===== src/rtl/sdram_bus_sequencer.sv =====
// Turns a read/write burst command into a sequence of 8-bit register writes on a paged register bus.
// Optional feature: define SDRAM_SEQ_BUSY_POLL_EN so that WAIT polls the busy flag instead of running a fixed delay.
module sdram_bus_sequencer #(
  parameter logic [4:0] PAGE        = 5'd1,
  parameter int         WAIT_CYCLES = 256
) (
  input  logic        clk,
  input  logic        rst_n,
  input  logic        cmd_valid,
  output logic        cmd_ready,
  input  logic        cmd_rd,
  input  logic [31:0] cmd_addr,
  input  logic [3:0]  cmd_len,
  input  logic        wr_valid,
  output logic        wr_ready,
  input  logic [31:0] wr_data,
  output logic [13:0] adr,
  output logic        we,
  output logic [7:0]  dat_w,
  input  logic [7:0]  dat_r,
  output logic        done,
  output logic        err,
  output logic [3:0]  dbg_state
);
  // Handshakes: a transfer happens on any rising edge where valid && ready;
  // valid may rise at any time and is held by the source until the transfer.
  typedef enum logic [3:0] {
    S_IDLE = 4'd0, S_LOAD = 4'd1, S_SET_LEN = 4'd2, S_SET_ADDR = 4'd3,
    S_WR_IDX = 4'd4, S_WR_B = 4'd5, S_START = 4'd6, S_WAIT = 4'd7,
    S_DONE = 4'd8, S_ERR = 4'd9
  } state_t;

  state_t      state, state_nxt;
  logic        armed;
  logic        rd_q;
  logic [31:0] addr_q;
  logic [3:0]  len_q;
  logic [2:0]  idx;
  logic [1:0]  bsel;
  logic [31:0] wait_cnt;
  logic [31:0] buf_q [8];
  logic [8:0]  off;

  logic accept, len_ok, last_word, wait_exit;
  assign accept    = cmd_valid && cmd_ready;
  assign len_ok    = (cmd_len != 4'd0) && (cmd_len <= 4'd8);
  assign last_word = ({1'b0, idx} == (len_q - 4'd1));

`ifdef SDRAM_SEQ_BUSY_POLL_EN
  logic unused_dat;
  assign unused_dat = ^{dat_r[7:1], wait_cnt};
  assign wait_exit  = !dat_r[0];
`else
  logic unused_dat;
  assign unused_dat = ^dat_r;
  // WAIT occupies exactly WAIT_CYCLES cycles; the counter starts at 0 on entry.
  assign wait_exit  = (wait_cnt >= 32'(WAIT_CYCLES - 1));
`endif

  always_ff @(posedge clk or negedge rst_n) begin
    if (!rst_n) state <= S_IDLE;
    else        state <= state_nxt;
  end

  always_comb begin
    state_nxt = state;
    case (state)
      S_IDLE:     if (accept) state_nxt = !len_ok ? S_ERR : (cmd_rd ? S_SET_LEN : S_LOAD);
      S_LOAD:     if (wr_valid && last_word) state_nxt = S_SET_LEN;
      S_SET_LEN:  state_nxt = S_SET_ADDR;
      S_SET_ADDR: if (bsel == 2'd3) state_nxt = rd_q ? S_START : S_WR_IDX;
      S_WR_IDX:   state_nxt = S_WR_B;
      S_WR_B:     if (bsel == 2'd3) state_nxt = last_word ? S_START : S_WR_IDX;
      S_START:    state_nxt = S_WAIT;
      S_WAIT:     if (wait_exit) state_nxt = S_DONE;
      S_DONE:     state_nxt = S_IDLE;
      S_ERR:      state_nxt = S_IDLE;
      default:    state_nxt = S_IDLE;
    endcase
  end

  always_ff @(posedge clk or negedge rst_n) begin
    if (!rst_n) begin
      armed    <= 1'b0;
      rd_q     <= 1'b0;
      addr_q   <= '0;
      len_q    <= '0;
      idx      <= '0;
      bsel     <= '0;
      wait_cnt <= '0;
      for (int i = 0; i < 8; i++) buf_q[i] <= '0;
    end else begin
      armed <= 1'b1;
      case (state)
        S_IDLE: if (accept) begin
          rd_q   <= cmd_rd;
          addr_q <= cmd_addr;
          len_q  <= cmd_len;
          idx    <= '0;
          bsel   <= '0;
        end
        S_LOAD: if (wr_valid) begin
          buf_q[idx] <= wr_data;
          if (!last_word) idx <= idx + 3'd1;
        end
        S_SET_LEN: begin
          idx  <= '0;
          bsel <= '0;
        end
        S_SET_ADDR: bsel <= bsel + 2'd1;
        S_WR_B: begin
          bsel <= bsel + 2'd1;
          if (bsel == 2'd3 && !last_word) idx <= idx + 3'd1;
        end
        S_START: wait_cnt <= '0;
        S_WAIT:  if (wait_cnt != 32'hFFFF_FFFF) wait_cnt <= wait_cnt + 32'd1;
        default: ;
      endcase
    end
  end

  always_comb begin
    off   = 9'd0;
    we    = 1'b0;
    dat_w = 8'd0;
    done  = 1'b0;
    err   = 1'b0;
    case (state)
      S_SET_LEN:  begin we = 1'b1; off = 9'd10; dat_w = {4'd0, len_q}; end
      S_SET_ADDR: begin we = 1'b1; off = 9'd1 + {7'd0, bsel}; dat_w = addr_q[{bsel, 3'b000} +: 8]; end
      S_WR_IDX:   begin we = 1'b1; off = 9'd9; dat_w = {5'd0, idx}; end
      S_WR_B:     begin we = 1'b1; off = 9'd5 + {7'd0, bsel}; dat_w = buf_q[idx][{bsel, 3'b000} +: 8]; end
      S_START:    begin we = 1'b1; off = 9'd11; dat_w = {7'd0, rd_q}; end
      S_DONE:     done = 1'b1;
      S_ERR:      err = 1'b1;
      default: ;
    endcase
  end

  assign adr       = {PAGE, off};
  assign cmd_ready = (state == S_IDLE) && armed;
  assign wr_ready  = (state == S_LOAD);
  assign dbg_state = state;
endmodule

===== config.mk =====
export PLATFORM = sky130hd
export DESIGN_NAME = sdram_bus_sequencer
export DESIGN_NICKNAME = d
export VERILOG_FILES = /design/src/rtl/sdram_bus_sequencer.sv
export SDC_FILE = /design/constraint.sdc
export NUM_CORES = 1
export LEC_CHECK = 0
export ABC_CLOCK_PERIOD_IN_PS = 4350
export CAP_MARGIN = 25
export CORE_AREA = 2 2 206 208
export CTS_BUF_LIST = sky130_fd_sc_hd__clkbuf_4
export DETAILED_ROUTE_END_ITERATION = 8
export DIE_AREA = 0 0 208 210
export PLACE_DENSITY = 0.58
export SETUP_SLACK_MARGIN = 0.1
export SKIP_CTS_REPAIR_TIMING = 1
export SYNTH_ARGS = -nofsm -noshare
export SYNTH_HDL_FRONTEND = slang
export SYNTH_SLANG_ARGS = --single-unit

===== constraint.sdc =====
create_clock -name clk -period 4.35 [get_ports clk]
set_clock_uncertainty 0.1 [all_clocks]
set_input_delay 0.87 -clock clk [delete_from_list [all_inputs] [get_ports clk]]
set_output_delay 0.87 -clock clk [all_outputs]
set_load 0.01 [all_outputs]

==> flow_summary_export.csv, run 1 <==
group,metric,value,unit
routing,maxUsedRoutingLayer,"met4",
floorplan,die_area,0.0437,mm^2
worst_setup_path,path_max_fanout,6,
status,violations,"negative setup slack",
worst_setup_path,r2r_slack,1480,ps
logic_synthesis,synth.distinct_cells,79,
timing,fin_crit,4490,ps
logic_synthesis,synth_seq_cells,335,
timing,finalCritPeriodShare,1.03,
routing,drt-initial-drc-count,752,
routing,wl,46700,um
worst_setup_path,crit_end,"dat_w[3]",
routing,vias_per_cell,5.59,
timing,relSlewSlack,0.465,
routing,num_vias,11800,
clock_network,clkTransAtPathRegs,70,ps
routing,wl_met3,3090,um
global_routing,track_usage,0.213,
clock_network,root_buffer,"clkbuf_4",
place,gp_congestion,0.837,
worst_setup_path,critPathLaunchType,"register",
floorplan,io_pins,112,
layout,synthToLayoutAreaGrowth,19.2,%
place,io_buffers,93,
floorplan,die_h,210,um
logic_synthesis,yosysWarnings,0,
logic_synthesis,synth-seq-area-share,0.512,
logic_synthesis,synth_edf_count,0,
logic_synthesis,synth_commonest_cells,"dfrtp_1 (335), mux2_2 (208), mux2_1 (110)",
timing,clock.fmax,223,MHz
timing,worst_slew_pin_slew,803,ps
floorplan,start_util,0.395,
worst_setup_path,timing.rr.start,"dbg_state[0]",
routing,ant_nets,0,
logic_synthesis,syn_avg_cell_area,12.3,um^2
routing,dr.pass1.iters,5,
place,dp_hpwl,30000,um
timing,finalMaxSlewViolations,0,
logic_synthesis,synthCells,1334,
worst_hold_path,worst_hold_path_type,"in2async",
timing,setup_ws,-140,ps
worst_setup_path,crit_type,"reg2out",
global_routing,grt-ovfl-total,0,
power_and_ir_drop,report.power.total,6190,uW
worst_setup_path,critical_path_arrival,3520,ps
routing,wl_met1,21800,um
status,status,"finished with violations",
logic_synthesis,synthTopCellsByArea,"dfrtp_1 (51%), mux2_2 (14%), mux2_1 (7.6%), nor2_1 (1.8%), mux2i_1 (1.8%)",
floorplan,core-area,0.0415,mm^2
global_routing,grt_pass1_vias,11700,
routing,wl_met2,21000,um
worst_setup_path,r2r_cells,7,
worst_setup_path,required,3380,ps
floorplan,fp.dieW,208,um
layout,finalNetCount,1594,
floorplan,rows,75,
worst_setup_path,crit_path_end_kind,"output pin",
global_routing,grt_max_degree,96,
worst_setup_path,startpoint,"idx[2]",
global_routing,grt_pass1_wl,71300,um
logic_synthesis,synth_top_area_cell,"dfrtp_1",
job,cap_viol_max_count,0,
layout,utilization,0.471,
logic_synthesis,synth_top_area_frac,0.512,
timing,setup_viol,1,
clock_network,cts.sinks,335,
layout,fillers,3825,
logic_synthesis,yosysMostFrequentCell,"dfrtp_1",
power_and_ir_drop,powerDensity,317,mW/mm^2
clock_network,clk_latency,790,ps
clock_network,cts_tree,"built",
clock_network,h-tree-depth,3,
logic_synthesis,async_flop_share,1.00,
power_and_ir_drop,total_leakage_power,0.00961,uW
routing,drc,0,
clock_network,cts_buffers,94,
power_and_ir_drop,vdd_drop_max,0.183,mV
global_routing,antenna_found_initial,1,
timing,finalHoldViolCount,0,
timing,rsz0062_at_grt,"yes",
logic_synthesis,syn-cell-area,0.0164,mm^2
logic_synthesis,synth_flop_cell,"dfrtp_1",
layout,final_layout_size_suffix_gt1_frac,0.313,
routing,wl_per_cell,22.1,um
clock_network,cts_buffer_depth,3,
worst_setup_path,r2r_end,"buf_q[120]",
==> through the flow <==
step	setup WS (ps)	hold slack [ps]	setup TNS, ps	std cells	cell area [um^2]
after detailed placement	208	376	0	1937	18000
after floorplan	1560	356	0	1343	16400
after global routing	-243	27.3	-243	2113	19500
after CTS	-688	-18.4	-4500	2097	19200
final	-140	13.5	-140	2113	19500
after global placement	226	366	0	1936	18000
==> area by class of cell <==
class / count / area, um^2 / share of cell area
well taps: 539 / 674 / 0.0345
clock inverters: 26 / 159 / 0.00814
repair buffers: 176 / 1720 / 0.0879
clock buffers: 134 / 1010 / 0.0515
flip-flops and latches: 335 / 8390 / 0.430
multi-input cells: 891 / 7520 / 0.385
inverters: 11 / 47.5 / 0.00244
diodes: 1 / 2.50 / 0.000128
==> sequential cells by signal (all words and copies together), names as in the netlist <==
name / cells
buf_q: 256
wait_cnt: 32
armed: 1
addr_q: 32
rd_q: 1
dbg_state: 4
idx: 3
bsel: 2
len_q: 4
==> worst max-delay path, stage by stage (launching register included) <==
cell             delay, ps
dfrtp_4                550
buf_4                  220
nor2b_4                160
a221oi_1               310
nor2_1                 110
a2111oi_1              380
buf_4                  210
o311a_1                190
o21ai_1                 90
clkdlybuf4s50_1        490
==> kinds of logic after synthesis <==
kind of cell             share of synthesized area
AND/OR/NAND/NOR                             0.0851
XOR/XNOR                                    0.0171
AO/OA/AOI/OAI                               0.0941
flip-flops                                   0.512
multiplexers                                 0.248
buffers and inverters                       0.0403
other                                     0.000458
adder cells (fa/ha/maj)                    0.00306
==> cells in the final DEF (no fill, tap or decap), types with 6 or more instances in the layout <==
master	n
dfrtp_1	332
mux2_2	208
clkbuf_4	134
mux2_1	110
clkdlybuf4s50_1	85
nor2_1	78
buf_4	69
nand2_1	47
o21ai_0	43
a21oi_1	35
mux2i_1	28
nand3_1	26
xor2_1	22
nor3_1	21
a221oi_1	20
clkinv_1	20
nand4_1	16
a31oi_1	12
a22oi_1	12
and3_1	12
conb_1	11
a22o_1	10
nor4_1	10
xnor2_1	10
inv_1	8
o211ai_1	8
mux4_2	8
buf_12	8
a221o_1	7
dlymetal6s2s_1	7
a211oi_1	6
nor2b_1	6
a221oi_2	6
o21ai_1	6
and4_1	6
==> worst min-delay path by stage <==
stage | from | to | slack (ps)
global placement | buf_q[201] | buf_q[201] | 370
floorplan | buf_q[236] | buf_q[236] | 360
finish | rst_n | buf_q[91] | 10
CTS | rst_n | buf_q[214] | -20
global route | rst_n | buf_q[91] | 30
detailed placement | buf_q[65] | buf_q[65] | 380
==> per-layer routing <==
metal	GRT usage	vias up
met1	0.303	6044
met5	0	-
met3	0.0486	63
li1	-	5324
met2	0.322	373
met4	0.0702	0
==> where the power goes <==
part	switching (uW)	leakage, uW	internal, uW	total, uW
logic	111	0.00426	66.1	178
clock network	1380	0.000689	1520	2900
registers	0.188	0.00466	3120	3120
(Power assumes the default switching activity.)
==> inputs of run 2 (changes only) <==
- CTS_BUF_LIST: sky130_fd_sc_hd__clkbuf_4 -> unset
==> run 2 against run 1 <==
Effect of this change: the run now ends clean; sequential share of layout area fell by 0.12 points; global-route usage fell by 0.094 points; core utilization rose by 0.13 points; power rose by 8.9%; routed wire length fell by 0.53%; sequential power barely moved; worst setup slack improved by 170 ps; first-iteration DRC count rose by 14%; critical path depth fell by 1; largest cell class unchanged; largest power group is now the clock network.
==> flow_summary_export.csv, run 2 (synthesis gave the netlist of run 1 again) <==
group,metric,value,unit
place,dp_hpwl,30000,um
power_and_ir_drop,switchingPower,1440,uW
timing,setup_viol,0,
routing,dr.pass1.iters,5,
clock_network,cts_buffers,39,
floorplan,rows,75,
floorplan,start_util,0.395,
worst_setup_path,path_max_fanout,25,
timing,relSlewSlack,0.465,
floorplan,die_h,210,um
floorplan,die_area,0.0437,mm^2
worst_setup_path,crit_path_end_kind,"output pin",
global_routing,track_usage,0.212,
worst_setup_path,startpoint,"idx[2]",
power_and_ir_drop,swShare,0.214,
routing,maxUsedRoutingLayer,"met4",
status,status,"finished clean",
worst_setup_path,crit_slowest_cell,"clkdlybuf4s50_1",
timing,finalHoldViolCount,0,
layout,largest_reg_flops,256,
power_and_ir_drop,seqPwrFrac,0.462,
layout,final_common_cell,"dfrtp_1",
power_and_ir_drop,p_int,5300,uW
layout,reg.largest.list,"buf_q x256, addr_q x32, wait_cnt x32",
layout,final_layout_size_suffix_gt1_frac,0.271,
worst_setup_path,cp_slowest_stage_delay,570,ps
clock_network,cts_buffer_depth,3,
place,post_dp_cell_area,0.0180,mm^2
clock_network,root_buffer,"clkbuf_16",
layout,instances_no_fill,2016,
floorplan,io_pins,112,
routing,wl,46400,um
timing,hold_ws,254,ps
clock_network,h-tree-depth,2,
place,dpl_worst_slack,208,ps
floorplan,core-area,0.0415,mm^2
routing,drc,0,
power_and_ir_drop,p_comb_frac,0.026,
power_and_ir_drop,vdd_drop_max,0.219,mV
layout,fin_area,0.0196,mm^2
timing,fin_crit,4320,ps
place,dp.cells,1937,
worst_setup_path,crit_chain,"buf_12 > and2_1 > buf_4 > a21oi_1 > o21ai_0 > a32oi_1 > o21ai_1 > clkdlybuf4s50_1",
routing,drt-initial-drc-count,854,
clock_network,cts_tree,"built",
timing,rsz0062_at_grt,"yes",
worst_setup_path,critPathLaunchType,"register",
global_routing,grt_pass1_vias,11300,
layout,diodes,0,
layout,synthToLayoutAreaGrowth,19.5,%
timing,finalCritPeriodShare,0.993,
clock_network,clk_latency,550,ps
power_and_ir_drop,total_leakage_power,0.00943,uW
clock_network,cts.sinks,335,
worst_setup_path,crit_type,"reg2out",
timing,finalMaxSlewViolations,0,
floorplan,fp.dieW,208,um
layout,finalNetCount,1535,
power_and_ir_drop,clock_power_share,0.512,
timing,clock.fmax,231,MHz
routing,wl_met3,2590,um
worst_setup_path,required,3380,ps
routing,vias_per_cell,5.66,
power_and_ir_drop,powerDensity,345,mW/mm^2
worst_setup_path,timing.rr.start,"dbg_state[0]",
clock_network,clkTransAtPathRegs,60,ps
layout,final_cell_mix,"dfrtp_1 (332), mux2_2 (208), mux2_1 (110)",
routing,ant_nets,0,
routing,wl_per_cell,23.0,um
place,gp_congestion,0.837,
worst_setup_path,critical_path_arrival,3350,ps
job,cap_viol_max_count,0,
routing,wl_met2,21000,um
layout,top_register,"buf_q",
global_routing,antenna_found_initial,0,
routing,num_vias,11400,
place,io_buffers,93,
timing,setup_ws,30.0,ps
global_routing,grt_pass1_wl,71000,um
global_routing,grt-ovfl-total,0,
timing,worst_slew_pin_slew,803,ps
worst_hold_path,worst_hold_path_type,"in2async",
routing,wl_met1,22100,um
global_routing,grt_max_degree,96,
## run 2: final cells by class
type	count	area, um^2
sequential	335	8390
fill	3764	21900
inverter	11	45.0
clock inverter	12	169
tap	539	674
clock buffer	56	1180
multi-input combinational	892	7470
timing repair buffer	171	1650
## run 2: path summary, 6_finish.rpt
path                       cells after the start          to  slack [ps]
min                                            1  buf_q[221]         250
max                                            8    dat_w[0]          30
max in group asynchronous                      2  buf_q[171]        2950
min in group clk                               1  buf_q[235]         390
min reg2reg                                    1  buf_q[235]         390
max reg2reg                                    7  buf_q[119]        1410
## run 2: critical path: cells and delay by family (launching register included)
kind	cells	cell delay [ps]
simple gates	1	210
buf+inv	3	990
compound gates	4	1060
flops	1	530
## run 2: metal layers
layer | GRT usage | up-vias
met1 | 0.309 | 5878
met2 | 0.325 | 309
li1 | - | 5157
met5 | 0 | -
met3 | 0.0367 | 59
met4 | 0.0592 | 0
## run 2: power groups by stage
stage	combinational, uW	sequential (uW)	clock [uW]
2_1_floorplan	14.9	3170	0
3_3_place_gp	180	3170	0
3_5_place_dp	182	3170	0
4_1_cts	183	3120	3530
5_1_grt	199	3110	3650
6_report	178	3120	3450
## run 2: through the flow
step / total power (uW) / utilization / TNS (ps)
3_5_place_dp: 3360 / 0.435 / 0
4_1_cts: 6830 / 0.467 / -2180
5_1_grt: 6970 / 0.472 / -174
2_1_floorplan: 3190 / - / 0
6_report: 6750 / 0.472 / 0
3_3_place_gp: 3350 / 0.434 / 0
==> inputs of run 3 (changes only) <==
- CTS_CLUSTER_DIAMETER: unset -> 100
==> results of run 3 <==
No change in the layout: final DEF, timing and power equal those of run 2.
